===== src/rtl/vg_trap_pkg.sv =====
`default_nettype none
// ============================================================================
//  Module   : vg_trap_pkg
//  Purpose  : Shared types and constants for the VG93 trap controller.
//  Revision : 1.0 - initial release
// ============================================================================
package vg_trap_pkg;

    typedef enum logic [1:0] {
        IDLE    = 2'd0,
        HELD    = 2'd1,
        RELEASE = 2'd2
    } state_t;

    localparam logic [1:0] REG_STAT = 2'd0;
    localparam logic [1:0] REG_DATA = 2'd1;
    localparam logic [1:0] REG_CNTL = 2'd2;
    localparam logic [1:0] REG_CNTH = 2'd3;

    localparam int STAT_ACTIVE = 7;
    localparam int STAT_WR     = 6;
    localparam int STAT_ERR    = 5;
    localparam int STAT_OVF    = 4;
    localparam int STAT_A_MSB  = 1;
    localparam int STAT_A_LSB  = 0;

endpackage
`default_nettype wire


===== src/rtl/vg_trap_ctrl_if.sv =====
`default_nettype none
// ============================================================================
//  Module   : vg_trap_ctrl_if
//  Purpose  : Z80-side trap inputs and emulator register bus of vg_trap_ctrl.
//  Revision : 1.0 - initial release
// ============================================================================
interface vg_trap_ctrl_if;

    logic       vg_rdwr_fclk;
    logic [1:0] vg_a;
    logic       vg_wr;
    logic [7:0] vg_wdata;
    logic [3:0] fdd_mask;
    logic       dos;
    logic       romnram;
    logic       emu_rd;
    logic       emu_wr;
    logic [1:0] emu_addr;
    logic [7:0] emu_wdata;
    logic [7:0] emu_rdata;
    logic       clr_nmi;
    logic       trap_active;
    logic [7:0] vg_rdata;
    logic       vg_rdata_vld;

    modport master (
        output vg_rdwr_fclk, vg_a, vg_wr, vg_wdata, fdd_mask, dos, romnram,
        output emu_rd, emu_wr, emu_addr, emu_wdata,
        input  emu_rdata, clr_nmi, trap_active, vg_rdata, vg_rdata_vld
    );

    modport slave (
        input  vg_rdwr_fclk, vg_a, vg_wr, vg_wdata, fdd_mask, dos, romnram,
        input  emu_rd, emu_wr, emu_addr, emu_wdata,
        output emu_rdata, clr_nmi, trap_active, vg_rdata, vg_rdata_vld
    );

endinterface
`default_nettype wire


===== src/rtl/vg_trap_timeout.sv =====
`default_nettype none
// ============================================================================
//  Module   : vg_trap_timeout
//  Purpose  : Loadable up-counter with a terminal-count flag at TIMEOUT_CYCLES-1.
//  Revision : 1.0 - initial release
// ============================================================================
module vg_trap_timeout #(
    parameter int TIMEOUT_CYCLES = 2**20
) (
    input  wire logic clk,
    input  wire logic rst,
    input  wire logic load,
    input  wire logic en,
    output logic      tc
);

    localparam int W = $clog2(TIMEOUT_CYCLES);

    logic [W-1:0] r_cnt;

    always_ff @(posedge clk) begin
        if (rst) begin
            r_cnt <= '0;
        end else if (load) begin
            r_cnt <= '0;
        end else if (en) begin
            r_cnt <= r_cnt + W'(1);
        end
    end

    assign tc = (r_cnt == W'(TIMEOUT_CYCLES - 1));

endmodule
`default_nettype wire


===== src/rtl/vg_trap_ctrl.sv =====
`default_nettype none
// ============================================================================
//  Module   : vg_trap_ctrl
//  Purpose  : Captures a trapped VG93 access and hands it to the page-#FE emulator.
//             Optional trap statistics counter enabled by defining TRAP_STATS_EN.
//  Revision : 1.0 - initial release
// ============================================================================
module vg_trap_ctrl
    import vg_trap_pkg::*;
#(
    parameter int TIMEOUT_CYCLES = 2**20,
    parameter int CNT_W          = 16
) (
    input  wire logic     fclk,
    input  wire logic     rst,
    vg_trap_ctrl_if.slave bus
);

    localparam int CW = (CNT_W < 16) ? CNT_W : 16;

    state_t     r_state;
    state_t     w_state_nxt;
    logic       w_trap;
    logic       w_accept;
    logic       w_active;
    logic       w_clr;
    logic       w_rel_wr;
    logic       w_tc;
    logic       w_stat_rd;
    logic       w_err_set;
    logic       w_ovf_set;
    logic       w_resp_wr;
    logic [1:0] r_a;
    logic       r_wr;
    logic [7:0] r_wdata;
    logic       r_err;
    logic       r_ovf;
    logic [7:0] r_vg_rdata;
    logic       r_vg_rdata_vld;
    logic [7:0] w_rdata;
    logic [CNT_W-1:0] w_cnt;
    logic [15:0]      w_cnt_ext;

    // Same qualification that sets in_trdemu in zdos
    assign w_trap    = bus.vg_rdwr_fclk & bus.fdd_mask[bus.vg_a] & bus.dos & bus.romnram;
    assign w_rel_wr  = bus.emu_wr & (bus.emu_addr == REG_STAT) & bus.emu_wdata[0];
    assign w_stat_rd = bus.emu_rd & (bus.emu_addr == REG_STAT);
    assign w_resp_wr = bus.emu_wr & (bus.emu_addr == REG_DATA) & (r_state == HELD) & ~r_wr;

    always_ff @(posedge fclk) begin
        if (rst) begin
            r_state <= IDLE;
        end else begin
            r_state <= w_state_nxt;
        end
    end

    always_comb begin
        w_state_nxt = r_state;
        w_accept    = 1'b0;
        w_active    = 1'b0;
        w_clr       = 1'b0;
        case (r_state)
            IDLE: begin
                if (w_trap) begin
                    w_accept    = 1'b1;
                    w_state_nxt = HELD;
                end
            end
            HELD: begin
                w_active = 1'b1;
                if (w_rel_wr || w_tc) begin
                    w_state_nxt = RELEASE;
                end
            end
            RELEASE: begin
                w_clr       = 1'b1;
                w_state_nxt = IDLE;
            end
            default: begin
                w_state_nxt = IDLE;
            end
        endcase
    end

    vg_trap_timeout #(
        .TIMEOUT_CYCLES (TIMEOUT_CYCLES)
    ) u_timeout (
        .clk  (fclk),
        .rst  (rst),
        .load (w_accept),
        .en   (r_state == HELD),
        .tc   (w_tc)
    );

    assign w_err_set = (r_state == HELD) & w_tc;
    assign w_ovf_set = w_trap & (r_state != IDLE);

    always_ff @(posedge fclk) begin
        if (rst) begin
            r_a            <= '0;
            r_wr           <= 1'b0;
            r_wdata        <= '0;
            r_err          <= 1'b0;
            r_ovf          <= 1'b0;
            r_vg_rdata     <= '0;
            r_vg_rdata_vld <= 1'b0;
        end else begin
            if (w_accept) begin
                r_a     <= bus.vg_a;
                r_wr    <= bus.vg_wr;
                r_wdata <= bus.vg_wdata;
            end
            // A status read clears the flags, but a same-cycle set takes priority
            r_err <= w_err_set | (r_err & ~w_stat_rd);
            r_ovf <= w_ovf_set | (r_ovf & ~w_stat_rd);
            if (w_resp_wr) begin
                r_vg_rdata     <= bus.emu_wdata;
                r_vg_rdata_vld <= 1'b1;
            end else if (r_state != IDLE && w_state_nxt == IDLE) begin
                r_vg_rdata_vld <= 1'b0;
            end
        end
    end

`ifdef TRAP_STATS_EN
    logic [CNT_W-1:0] r_cnt;

    always_ff @(posedge fclk) begin
        if (rst) begin
            r_cnt <= '0;
        end else if (bus.emu_wr && bus.emu_addr == REG_CNTL) begin
            r_cnt <= '0;
        end else if (w_accept && !(&r_cnt)) begin
            r_cnt <= r_cnt + CNT_W'(1);
        end
    end

    assign w_cnt = r_cnt;
`else
    assign w_cnt = '0;
`endif

    assign w_cnt_ext = 16'(w_cnt[CW-1:0]);

    always_comb begin
        w_rdata = '0;
        case (bus.emu_addr)
            REG_STAT: begin
                w_rdata[STAT_ACTIVE]           = w_active;
                w_rdata[STAT_WR]               = r_wr;
                w_rdata[STAT_ERR]              = r_err;
                w_rdata[STAT_OVF]              = r_ovf;
                w_rdata[STAT_A_MSB:STAT_A_LSB] = r_a;
            end
            REG_DATA: w_rdata = r_wdata;
            REG_CNTL: w_rdata = w_cnt_ext[7:0];
            REG_CNTH: w_rdata = w_cnt_ext[15:8];
            default:  w_rdata = '0;
        endcase
    end

    assign bus.emu_rdata    = w_rdata;
    assign bus.clr_nmi      = w_clr;
    assign bus.trap_active  = w_active;
    assign bus.vg_rdata     = r_vg_rdata;
    assign bus.vg_rdata_vld = r_vg_rdata_vld;

endmodule
`default_nettype wire


===== src/flat_wrapper.sv =====
// flat-port wrapper written by rule: the top's interface ports become plain ports
module vg_trap_ctrl_flat import vg_trap_pkg::*;
#(
    parameter int TIMEOUT_CYCLES = 2**20,
    parameter int CNT_W          = 16
)
  (fclk, rst, bus_vg_rdwr_fclk, bus_vg_a, bus_vg_wr, bus_vg_wdata, bus_fdd_mask, bus_dos, bus_romnram, bus_emu_rd, bus_emu_wr, bus_emu_addr, bus_emu_wdata, bus_emu_rdata, bus_clr_nmi, bus_trap_active, bus_vg_rdata, bus_vg_rdata_vld);
  vg_trap_ctrl_if bus_i ();
  input  wire logic fclk;
  input  wire logic rst;
  input wire logic [$bits(bus_i.vg_rdwr_fclk)-1:0] bus_vg_rdwr_fclk;
  input wire logic [$bits(bus_i.vg_a)-1:0] bus_vg_a;
  input wire logic [$bits(bus_i.vg_wr)-1:0] bus_vg_wr;
  input wire logic [$bits(bus_i.vg_wdata)-1:0] bus_vg_wdata;
  input wire logic [$bits(bus_i.fdd_mask)-1:0] bus_fdd_mask;
  input wire logic [$bits(bus_i.dos)-1:0] bus_dos;
  input wire logic [$bits(bus_i.romnram)-1:0] bus_romnram;
  input wire logic [$bits(bus_i.emu_rd)-1:0] bus_emu_rd;
  input wire logic [$bits(bus_i.emu_wr)-1:0] bus_emu_wr;
  input wire logic [$bits(bus_i.emu_addr)-1:0] bus_emu_addr;
  input wire logic [$bits(bus_i.emu_wdata)-1:0] bus_emu_wdata;
  output wire logic [$bits(bus_i.emu_rdata)-1:0] bus_emu_rdata;
  output wire logic [$bits(bus_i.clr_nmi)-1:0] bus_clr_nmi;
  output wire logic [$bits(bus_i.trap_active)-1:0] bus_trap_active;
  output wire logic [$bits(bus_i.vg_rdata)-1:0] bus_vg_rdata;
  output wire logic [$bits(bus_i.vg_rdata_vld)-1:0] bus_vg_rdata_vld;
  assign bus_i.vg_rdwr_fclk = bus_vg_rdwr_fclk;
  assign bus_i.vg_a = bus_vg_a;
  assign bus_i.vg_wr = bus_vg_wr;
  assign bus_i.vg_wdata = bus_vg_wdata;
  assign bus_i.fdd_mask = bus_fdd_mask;
  assign bus_i.dos = bus_dos;
  assign bus_i.romnram = bus_romnram;
  assign bus_i.emu_rd = bus_emu_rd;
  assign bus_i.emu_wr = bus_emu_wr;
  assign bus_i.emu_addr = bus_emu_addr;
  assign bus_i.emu_wdata = bus_emu_wdata;
  assign bus_emu_rdata = bus_i.emu_rdata;
  assign bus_clr_nmi = bus_i.clr_nmi;
  assign bus_trap_active = bus_i.trap_active;
  assign bus_vg_rdata = bus_i.vg_rdata;
  assign bus_vg_rdata_vld = bus_i.vg_rdata_vld;
  vg_trap_ctrl #(.TIMEOUT_CYCLES(TIMEOUT_CYCLES), .CNT_W(CNT_W)) u_core (.fclk(fclk), .rst(rst), .bus(bus_i));
endmodule

===== config.mk =====
export PLATFORM = sky130hd
export DESIGN_NAME = vg_trap_ctrl_flat
export DESIGN_NICKNAME = d
export VERILOG_FILES = /design/src/rtl/vg_trap_pkg.sv /design/src/rtl/vg_trap_ctrl_if.sv /design/src/rtl/vg_trap_timeout.sv /design/src/rtl/vg_trap_ctrl.sv /design/src/flat_wrapper.sv
export SDC_FILE = /design/constraint.sdc
export NUM_CORES = 1
export LEC_CHECK = 0
export CAP_MARGIN = 20
export CORE_MARGIN = 3
export CORE_UTILIZATION = 45
export CTS_BUF_LIST = sky130_fd_sc_hd__clkbuf_2 sky130_fd_sc_hd__clkbuf_4 sky130_fd_sc_hd__clkbuf_8
export DETAILED_ROUTE_END_ITERATION = 7
export GPL_TIMING_DRIVEN = 0
export HOLD_SLACK_MARGIN = 0.02
export PLACE_DENSITY = 0.77
export SYNTH_ARGS = -nofsm -noshare
export SYNTH_HDL_FRONTEND = slang
export SYNTH_SLANG_ARGS = --single-unit

===== constraint.sdc =====
create_clock -name fclk -period 2.3 [get_ports fclk]
set_clock_uncertainty 0.1 [all_clocks]
set_input_delay 0.345 -clock fclk [delete_from_list [all_inputs] [get_ports fclk]]
set_output_delay 0.345 -clock fclk [all_outputs]
set_load 0.1 [all_outputs]

==> results by group <==
Cells and area
  • Post-route insts no fill: between 300 and 400
  • Antenna diode count: 0
  • Fin nets: around 300
  • Fin area: 2536 um^2
  • Fraction of layout cells with a size suffix above 1: 11.79%
  • P&R area growth vs syn: 32.92%
  • Post-Route Utilization: a little over three fifths

Placed design
  • Dpl cell area: ~2500 um^2
  • IO Port Bufs: 48
  • Pre-CTS WS: -0.4599 ns
  • Placed cells: around 300
  • Dpl hpwl: 3.209 mm
  • Last weighted congestion value of the routability-driven placer: around 0.78

Global route
  • Pin count of the biggest net entering global routing: 13
  • Initial antenna violation count: 0
  • GRT met2 Usage: a little over a quarter
  • GRT overflow: 0
  • Grt met1 use: about a quarter
  • Gr usage total: between 10% and 20%
  • Vias in the first global route: roughly 1600
  • Global route hottest layer: met2
  • GR met3 Demand/Resource: about 6.8%
  • First-pass GRT wire length: approximately 7.1 mm

Routing
  • Iter 0 DRT Violations: between 100 and 150
  • Vias: approximately 1700
  • Routed WL: 4.253 mm
  • Drc violations: 0
  • Via density: ~5.4
  • Antenna Nets Post-Route: 0
  • Detailed-router iteration count before antenna repair: 4
  • Wire per inst: 13.59 um

Setup path
  • Critical Path Max Stage Delay: 1.16 ns
  • Crit end category: primary output
  • CP cell instances: clkdlybuf4s50_1
  • Worst path required time: about 1.9 ns
  • Flop2flop setup slack: about 0.19 ns
  • Critical R2R Capture: u_core.u_timeout.r_cnt[19]
  • Crit path kind: reg2out
  • Worst R2R Path Depth: 5
  • RR Startpoint: u_core.u_timeout.r_cnt[4]
  • Cell family with most CP delay: buffers and inverters
  • CP Buf/Inv Count: 1
  • Arr. time, crit path: around 1.8 ns
  • Critical path peak fanout: 2
  • CP max stage cell: clkdlybuf4s50_1
  • CP Launch Type: register

Timing
  • Final worst-path cycle share: a little under 100%
  • Final Slew Violations: 0
  • Setup violators final: 0
  • WHS: roughly 0.35 ns
  • Fmax: between 400 and 500 MHz
  • RSZ-0062 raised after global routing: false
  • Minimum clock period: about 2.2 ns
  • Hold Fails Final Rpt: 0
  • Worst-Margin Slew: around 1.0 ns
  • Relative slew slack: 32.95%
  • Fin worst setup slack: 0.06568 ns

Logic synthesis
  • Post-synthesis cell type count: 39
  • Yosys Warn Count: 0
  • Fraction of registers with async set/reset: 0%
  • Number of synthesized flops with an enable pin: 0
  • Mapped Area: about 1900 um^2
  • Register area share after synthesis: a little under half
  • Prevailing post-synth register cell: dfxtp_1
  • Register bit total from synthesis: 44
  • Synthesized Nets: 240
  • Mapped Cells: 207
  • Mean area per synthesized cell: between 9 and 10 um^2

Die
  • Initial core utilization: roughly 47%
  • Ports: slightly above 50
  • Row cnt: 23
  • Core area: between 4000 and 5000 um^2
  • Die Width: about 70 um
  • DIE HEIGHT: about 71 um
  • Die ar.: around 5000 um^2

Power and ir drop
  • P_leak: 0.9984 nW
  • Maximum vdd ir drop: around 390 uV
  • Pwr dens: 560.9 nW/um^2

CTS
  • CTS H-tree depth: 2
  • Post-CTS setup buffers: 0
  • TritonCTS Sinks: between 40 and 50
  • Worst-Skew Late Latency: just under 0.3 ns
  • CTS Buf Count: 5
  • CTS root buffer: clkbuf_8
  • Clock Tree Buf Depth: 2
  • CTS tree: built
  • Worst-path clk slew: approximately 0.080 ns

Flow run
  • Max Cap Viol: 0

Outcome
  • Status: finished clean

Min path
  • Worst hold stages: 2
  • Hold path endpoint: u_core.r_err
  • Hold Crit Start: u_core.r_err
  • HP Class: reg2reg
## layout make-up
cell class,count,area (um^2)
inverters,5,18.77
well taps,50,62.56
plain buffers,9,35.03
clock buffers,8,97.59
multi-input cells,149,997.2
repair buffers,48,442.9
fillers,366,1521
flip-flops and latches,44,882.1
## synthesized netlist by cell type, types with 2 or more instances
master	instances	share of area, %
nand3_1	8	2.1
a22o_1	11	5.0
mux2i_1	13	6.8
or4_1	6	2.4
o31ai_1	3	1.2
xnor2_1	8	3.7
a21oi_1	12	3.1
or3_1	2	0.66
clkbuf_1	8	1.6
inv_1	5	0.98
o21ai_0	4	1.0
and4_1	2	0.92
nor2b_1	2	0.66
nand2_1	13	2.6
dfxtp_1	44	46
nor3_1	4	1.0
nor4_1	3	0.98
nor2_1	30	5.9
and2_1	2	0.66
nand4_1	5	1.6
xor2_1	4	1.8
## layer usage
metal,part of all wire (%),up-vias,routed length (um)
met5,0,-,0
met4,0.63,0,27
met3,5.8,4,248
met2,48,41,2057
met1,45,786,1919
li1,-,863,-
## metrics by stage
stage	power, W	TNS (ns)
floorplan	0.0008567	0
global placement	0.0009268	-3.910
detailed placement	0.0009278	-4.338
CTS	0.001435	0
global route	0.001487	0
finish	0.001423	0
## sequential cells by signal, indices dropped and copies added (netlist names)
name and flops:
u_core.r_wr 1, u_core.u_timeout.r_cnt 20, u_core.bus.vg_rdata 8, u_core.bus.vg_rdata_vld 1, u_core.r_ovf 1, u_core.r_a 2, u_core.r_state 2, u_core.r_err 1
u_core.r_wdata 8
## logic make-up after synthesis
family | Yosys count | synth area share [%]
adders and majority gates | 1 | 0.6556
and+or+nand+nor | 88 | 24.79
muxes | 14 | 8.000
DFF | 44 | 46.16
buffers and inverters | 14 | 2.820
AOI/OAI and AO/OA | 34 | 12.07
xor gates and xnor gates | 12 | 5.508
## worst max path at each step
stage | start | end | slack (ns) | cells past startpoint
after global routing | u_core.r_state[0] | bus_emu_rdata[7] | 0.005 | 5
after detailed placement | bus_emu_addr[0] | bus_emu_rdata[3] | -0.46 | 4
final | u_core.bus.vg_rdata_vld | bus_vg_rdata_vld | 0.07 | 1
after CTS | bus_emu_addr[0] | bus_emu_rdata[0] | 0.0007 | 4
after floorplan | u_core.r_state[0] | u_core.bus.vg_rdata[0] | 0.04 | 6
after global placement | bus_emu_addr[0] | bus_emu_rdata[3] | -0.47 | 4
## cells in the final DEF, fill, tap and decap left out, types with 2 or more instances in the layout
master / count
dfxtp_1: 43
clkdlybuf4s50_1: 38
nor2_1: 24
mux2i_1: 13
nand2_1: 13
a21oi_1: 12
a22o_1: 11
clkbuf_1: 8
nand3_1: 8
xnor2_1: 8
clkbuf_2: 7
nor2_2: 6
or4_1: 6
clkbuf_8: 6
inv_1: 5
nand4_1: 5
nor3_1: 4
xor2_1: 4
o21ai_0: 4
nor4_1: 3
o31ai_1: 3
nor2b_1: 2
and2_1: 2
and4_1: 2
or3_1: 2
clkbuf_4: 2
clkdlybuf4s15_2: 2
buf_2: 2
## power by group
group	switching, W	internal, W	total, W	leakage (nW)
Clock	0.000247	0.000269	0.000515	0.0523
Sequential	0.00000614	0.000768	0.000775	0.355
Combinational	0.0000680	0.0000647	0.000133	0.591
## repair_timing
item / CTS / global route
hold buffers: 0 / 0
cloned: 0 / 0
gates resized for setup: 23 / 13
endpoints found under the setup margin: 10 / 10
Power figures use the tool's default switching activity.
==> variant 1, RTL diff (same settings) <==
The option `TRAP_STATS_EN` is turned on by a define.
--- a/src/rtl/vg_trap_ctrl.sv
+++ b/src/rtl/vg_trap_ctrl.sv
@@ -5,6 +5,8 @@
 //             Optional trap statistics counter enabled by defining TRAP_STATS_EN.
 //  Revision : 1.0 - initial release
 // ============================================================================
+`define TRAP_STATS_EN
+
 module vg_trap_ctrl
     import vg_trap_pkg::*;
 #(
Formal check against the unedited RTL: not equivalent (a bounded check fails within 4 cycles, from zero or initial values and one cycle with rst high).
==> variant 1 against the original RTL <==
  * Cell area is 41% higher
  * Area after synthesis is 47% higher
  * Total power is 46% higher
  * Worst setup slack worse by 0.017 ns
  * Critical path depth is 3 higher
  * Register-to-register slack better by 0.13 ns
  * Routed wire length is 47% higher
  * Sequential cell count is 16 higher
  * Global-route usage is 0.78 points higher
  * Largest cell class unchanged
==> variant 1: results (changes against the original RTL) <==
[metrics] worst-case hold path end point: u_core.r_a[1] (was u_core.r_err)
[metrics] status: finished, final reports clean (unchanged)
[metrics] detail-routed via count per cell: 5.326 (was 5.412)
[metrics] clock edge transition at the registers on the reported setup and hold paths: 0.06 ns (was 0.08 ns)
[metrics] clock buffers created by TritonCTS: 9 (was 5)
[metrics] xor/xnor share of the synthesized area: 0.09662 (was 0.05508)
[metrics] worst-skew pair later-pin latency: 0.34 ns (was 0.29 ns)
[metrics] post-CTS resize count: 47 (was 23)
[metrics] Post-Synthesis Net Count: 331 (was 240)
[metrics] maximum number of pins on one net before global-route repair: 11 (was 13)
[metrics] sequential element share of the synthesized area: 0.4274 (was 0.4616)
[metrics] amount of wire on met2 after detailed routing: 3120 µm (was 2057 µm)
[metrics] number of buffers other than clock buffers in the final layout: 61 (was 57)
[metrics] tightest slew margin relative to the limit: 0.3476 (was 0.3295)
[metrics] global-route wire length before repair: 10670 µm (was 7134 µm)
[metrics] share of the final layout cell area in multi-input gates: 0.4293 (was 0.3932)
[metrics] leakage component of the power: 1.461 nW (was 0.9984 nW)
[metrics] iteration-0 DRC count of the detailed router: 119 (was 107)
[metrics] combined flip-flop and latch cell area: 1201 µm² (was 882.1 µm²)
[metrics] average cell area after synthesis: 9.462 µm² (was 9.218 µm²)
[metrics] cell count after synthesis: 297 (was 207)
[metrics] GPL Wtd Cong: 0.9057 (was 0.7842)
[metrics] GR Layer Usage met2: 0.2980 (was 0.2678)
[metrics] fraction of layout instances using a drive strength above 1: 0.1500 (was 0.1179)
[metrics] Clock Buffer Count: 13 (was 8)
[metrics] flip-flop and latch count after synthesis: 60 (was 44)
[metrics] largest fanout on the critical path: 10 (was 2)
[metrics] hold wc startpoint: rst (was u_core.r_err)
[metrics] Placed Instances: 420 (was 305)
[metrics] internal power: 0.001590 W (was 0.001102 W)
[metrics] area of placed instances: 3386 µm² (was 2466 µm²)
[metrics] # H-tree levels: 3 (was 2)
[metrics] worst reg-to-reg path cell count: 7 (was 5)
[metrics] cells taking the most area after synthesis: dfxtp_1, nor2_1, mux2i_1 (was dfxtp_1, mux2i_1, nor2_1)
-- variant 1: power groups by stage --
stage,sequential [W],clock (W),combinational [W]
2_1_floorplan,0.00108,0,0.0000860
3_3_place_gp,0.00108,0,0.000166
3_5_place_dp,0.00108,0,0.000168
4_1_cts,0.00105,0.000873,0.000168
5_1_grt,0.00105,0.000931,0.000181
6_report,0.00105,0.000855,0.000169
-- variant 1: critical path, stage by stage --
cell and delay (ns):
clkdlybuf4s50_1 0.52, buf_6 0.17, mux4_2 0.51, buf_4 0.25
-- variant 1: stage by stage --
stage	TNS (ns)	total power, W	util	setup WS, ns
after CTS	0	0.002094	0.5921	0.004214
after detailed placement	-7.963	0.001245	0.5652	-0.9892
final	0	0.002077	0.5950	0.04870
after floorplan	0	0.001166	-	0.04217
after global placement	-7.719	0.001242	0.5652	-1.001
after global routing	0	0.002165	0.5950	0.003282
==> variant 2, RTL diff (config.mk and constraints unchanged) <==
Made on the original files. Re-encode `state_t` (3 states) as one-hot, 3 bits wide.
--- a/src/rtl/vg_trap_pkg.sv
+++ b/src/rtl/vg_trap_pkg.sv
@@ -6,10 +6,10 @@
 // ============================================================================
 package vg_trap_pkg;
 
-    typedef enum logic [1:0] {
-        IDLE    = 2'd0,
-        HELD    = 2'd1,
-        RELEASE = 2'd2
+    typedef enum logic [2:0] {
+        IDLE    = 3'b001,
+        HELD    = 3'b010,
+        RELEASE = 3'b100
     } state_t;
 
     localparam logic [1:0] REG_STAT = 2'd0;
Check against the original RTL: no difference found for any inputs over 10 cycles, from zero or initial values and one cycle with rst high; not proved beyond that.
==> variant 2 against the original RTL <==
  * Via count is 3.2% lower
  * Critical path depth stayed put
  * Worst setup slack better by 0.0067 ns
  * Sequential cell count is 1 higher
  * Sequential power is 2% higher
  * Synthesized cell count is 1.4% higher
  * Total power is 2.6% lower
  * Area after synthesis is 0.59% higher
  * Highest routed layer unchanged
  * Routed wire length is 3.5% lower
  * Combinational power is 17% lower
  * Cell area is 1.3% higher
==> variant 2: results (changes against the original RTL) <==
[metrics] reg2reg start: u_core.u_timeout.r_cnt[1] (was u_core.u_timeout.r_cnt[4])
[metrics] fraction of layout instances using a drive strength above 1: 0.1128 (was 0.1179)
[metrics] DP Worst Slack: -0.4528 ns (was -0.4599 ns)
[metrics] maximum number of pins on one net before global-route repair: 16 (was 13)
[metrics] maximum cell stage delay along the critical path: 1.13 ns (was 1.16 ns)
[metrics] cells taking the most area after synthesis: dfxtp_1, mux2i_1, nor2_1 (unchanged)
[metrics] timing startpoint of the critical path: u_core.bus.vg_rdata[0] (was u_core.bus.vg_rdata_vld)
[metrics] GR Layer Usage met2: 0.2633 (was 0.2678)
[metrics] global-route wire length before repair: 6865 µm (was 7134 µm)
[metrics] met1 capacity usage during global routing: 0.2147 (was 0.2370)
[metrics] area of placed instances: 2482 µm² (was 2466 µm²)
[metrics] capture point of the worst path: bus_vg_rdata[0] (was bus_vg_rdata_vld)
[metrics] amount of wire on met2 after detailed routing: 1873 µm (was 2057 µm)
[metrics] status: finished, final reports clean (unchanged)
[metrics] Post-Synthesis Net Count: 243 (was 240)
[metrics] Routed met1 length: 1990 µm (was 1919 µm)
[metrics] Placed Instances: 308 (was 305)
[metrics] count of cell types in the netlist: 36 (was 39)
[metrics] post-CTS resize count: 27 (was 23)
[metrics] leakage component of the power: 0.9550 nW (was 0.9984 nW)
[metrics] Detailed Place HPWL: 3017 µm (was 3209 µm)
[metrics] top register by number of flip-flops: u_core.u_timeout.r_cnt (unchanged)
[metrics] cell count after synthesis: 210 (was 207)
[metrics] measured slew at the worst slew-check pin: 0.9800 ns (was 1.003 ns)
[metrics] wire length on met3: 132 µm (was 248 µm)
[metrics] average detailed-routed wire length per instance: 12.99 µm (was 13.59 µm)
[metrics] GPL Wtd Cong: 0.7485 (was 0.7842)
[metrics] Post-layout nets: 298 (was 295)
[metrics] non-filler cells, final: 316 (was 313)
[metrics] capture instance of the worst register-to-register path: u_core.u_timeout.r_cnt[16] (was u_core.u_timeout.r_cnt[19])
-- variant 2: cell count changes in the layout (fill, tap and decap cells not counted), sizes merged, moves of 2 or more --
cell	unedited run	this run
and4	3	1
clkbuf	23	21
clkinvlp	0	3
inv	5	3
nand2	13	11
nor3b	0	2
o21ai	4	7
or3	3	7
xnor2	8	6
-- variant 2: cell families (layout without fill, tap and decap cells) --
group	after synthesis	in the layout	share of synthesized area
fa+ha+maj	1	1	0.006518
simple gates	88	88	0.2386
buf+inv	14	70	0.03129
xor+xnor	10	10	0.04563
flops	45	45	0.4694
compound gates	38	38	0.1291
mux	14	14	0.07953
-- variant 2: area by class of cell --
type / count / area share
clock buffer: 5 / 0.02679
tap: 50 / 0.02435
inverter: 3 / 0.004384
clock inverter: 3 / 0.008768
buffer: 11 / 0.01900
sequential: 45 / 0.3512
timing repair buffer: 48 / 0.1783
multi-input combinational: 151 / 0.3872
-- variant 2: worst min-delay path by stage --
stage,endpoint,slack [ns]
6_report,u_core.r_err,0.37
5_1_grt,u_core.r_err,0.40
4_1_cts,u_core.r_err,0.37
3_5_place_dp,u_core.r_err,0.36
3_3_place_gp,u_core.r_err,0.35
2_1_floorplan,u_core.r_err,0.31
-- variant 2: per-stage QoR --
| step | utilization | setup TNS (ns) |
|---|---|---|
| 3_5_place_dp | 0.6118 | -4.110 |
| 3_3_place_gp | 0.6118 | -4.118 |
| 6_report | 0.6331 | 0 |
| 5_1_grt | 0.6331 | 0 |
| 2_1_floorplan | - | -0.005414 |
| 4_1_cts | 0.6324 | 0 |
-- variant 2: where the power goes --
group,internal (W),total [W],switching [W]
logic,0.0000605,0.000111,0.0000503
registers,0.000784,0.000788,0.00000363
clock network,0.000213,0.000487,0.000274
total,0.00106,0.00139,0.000328
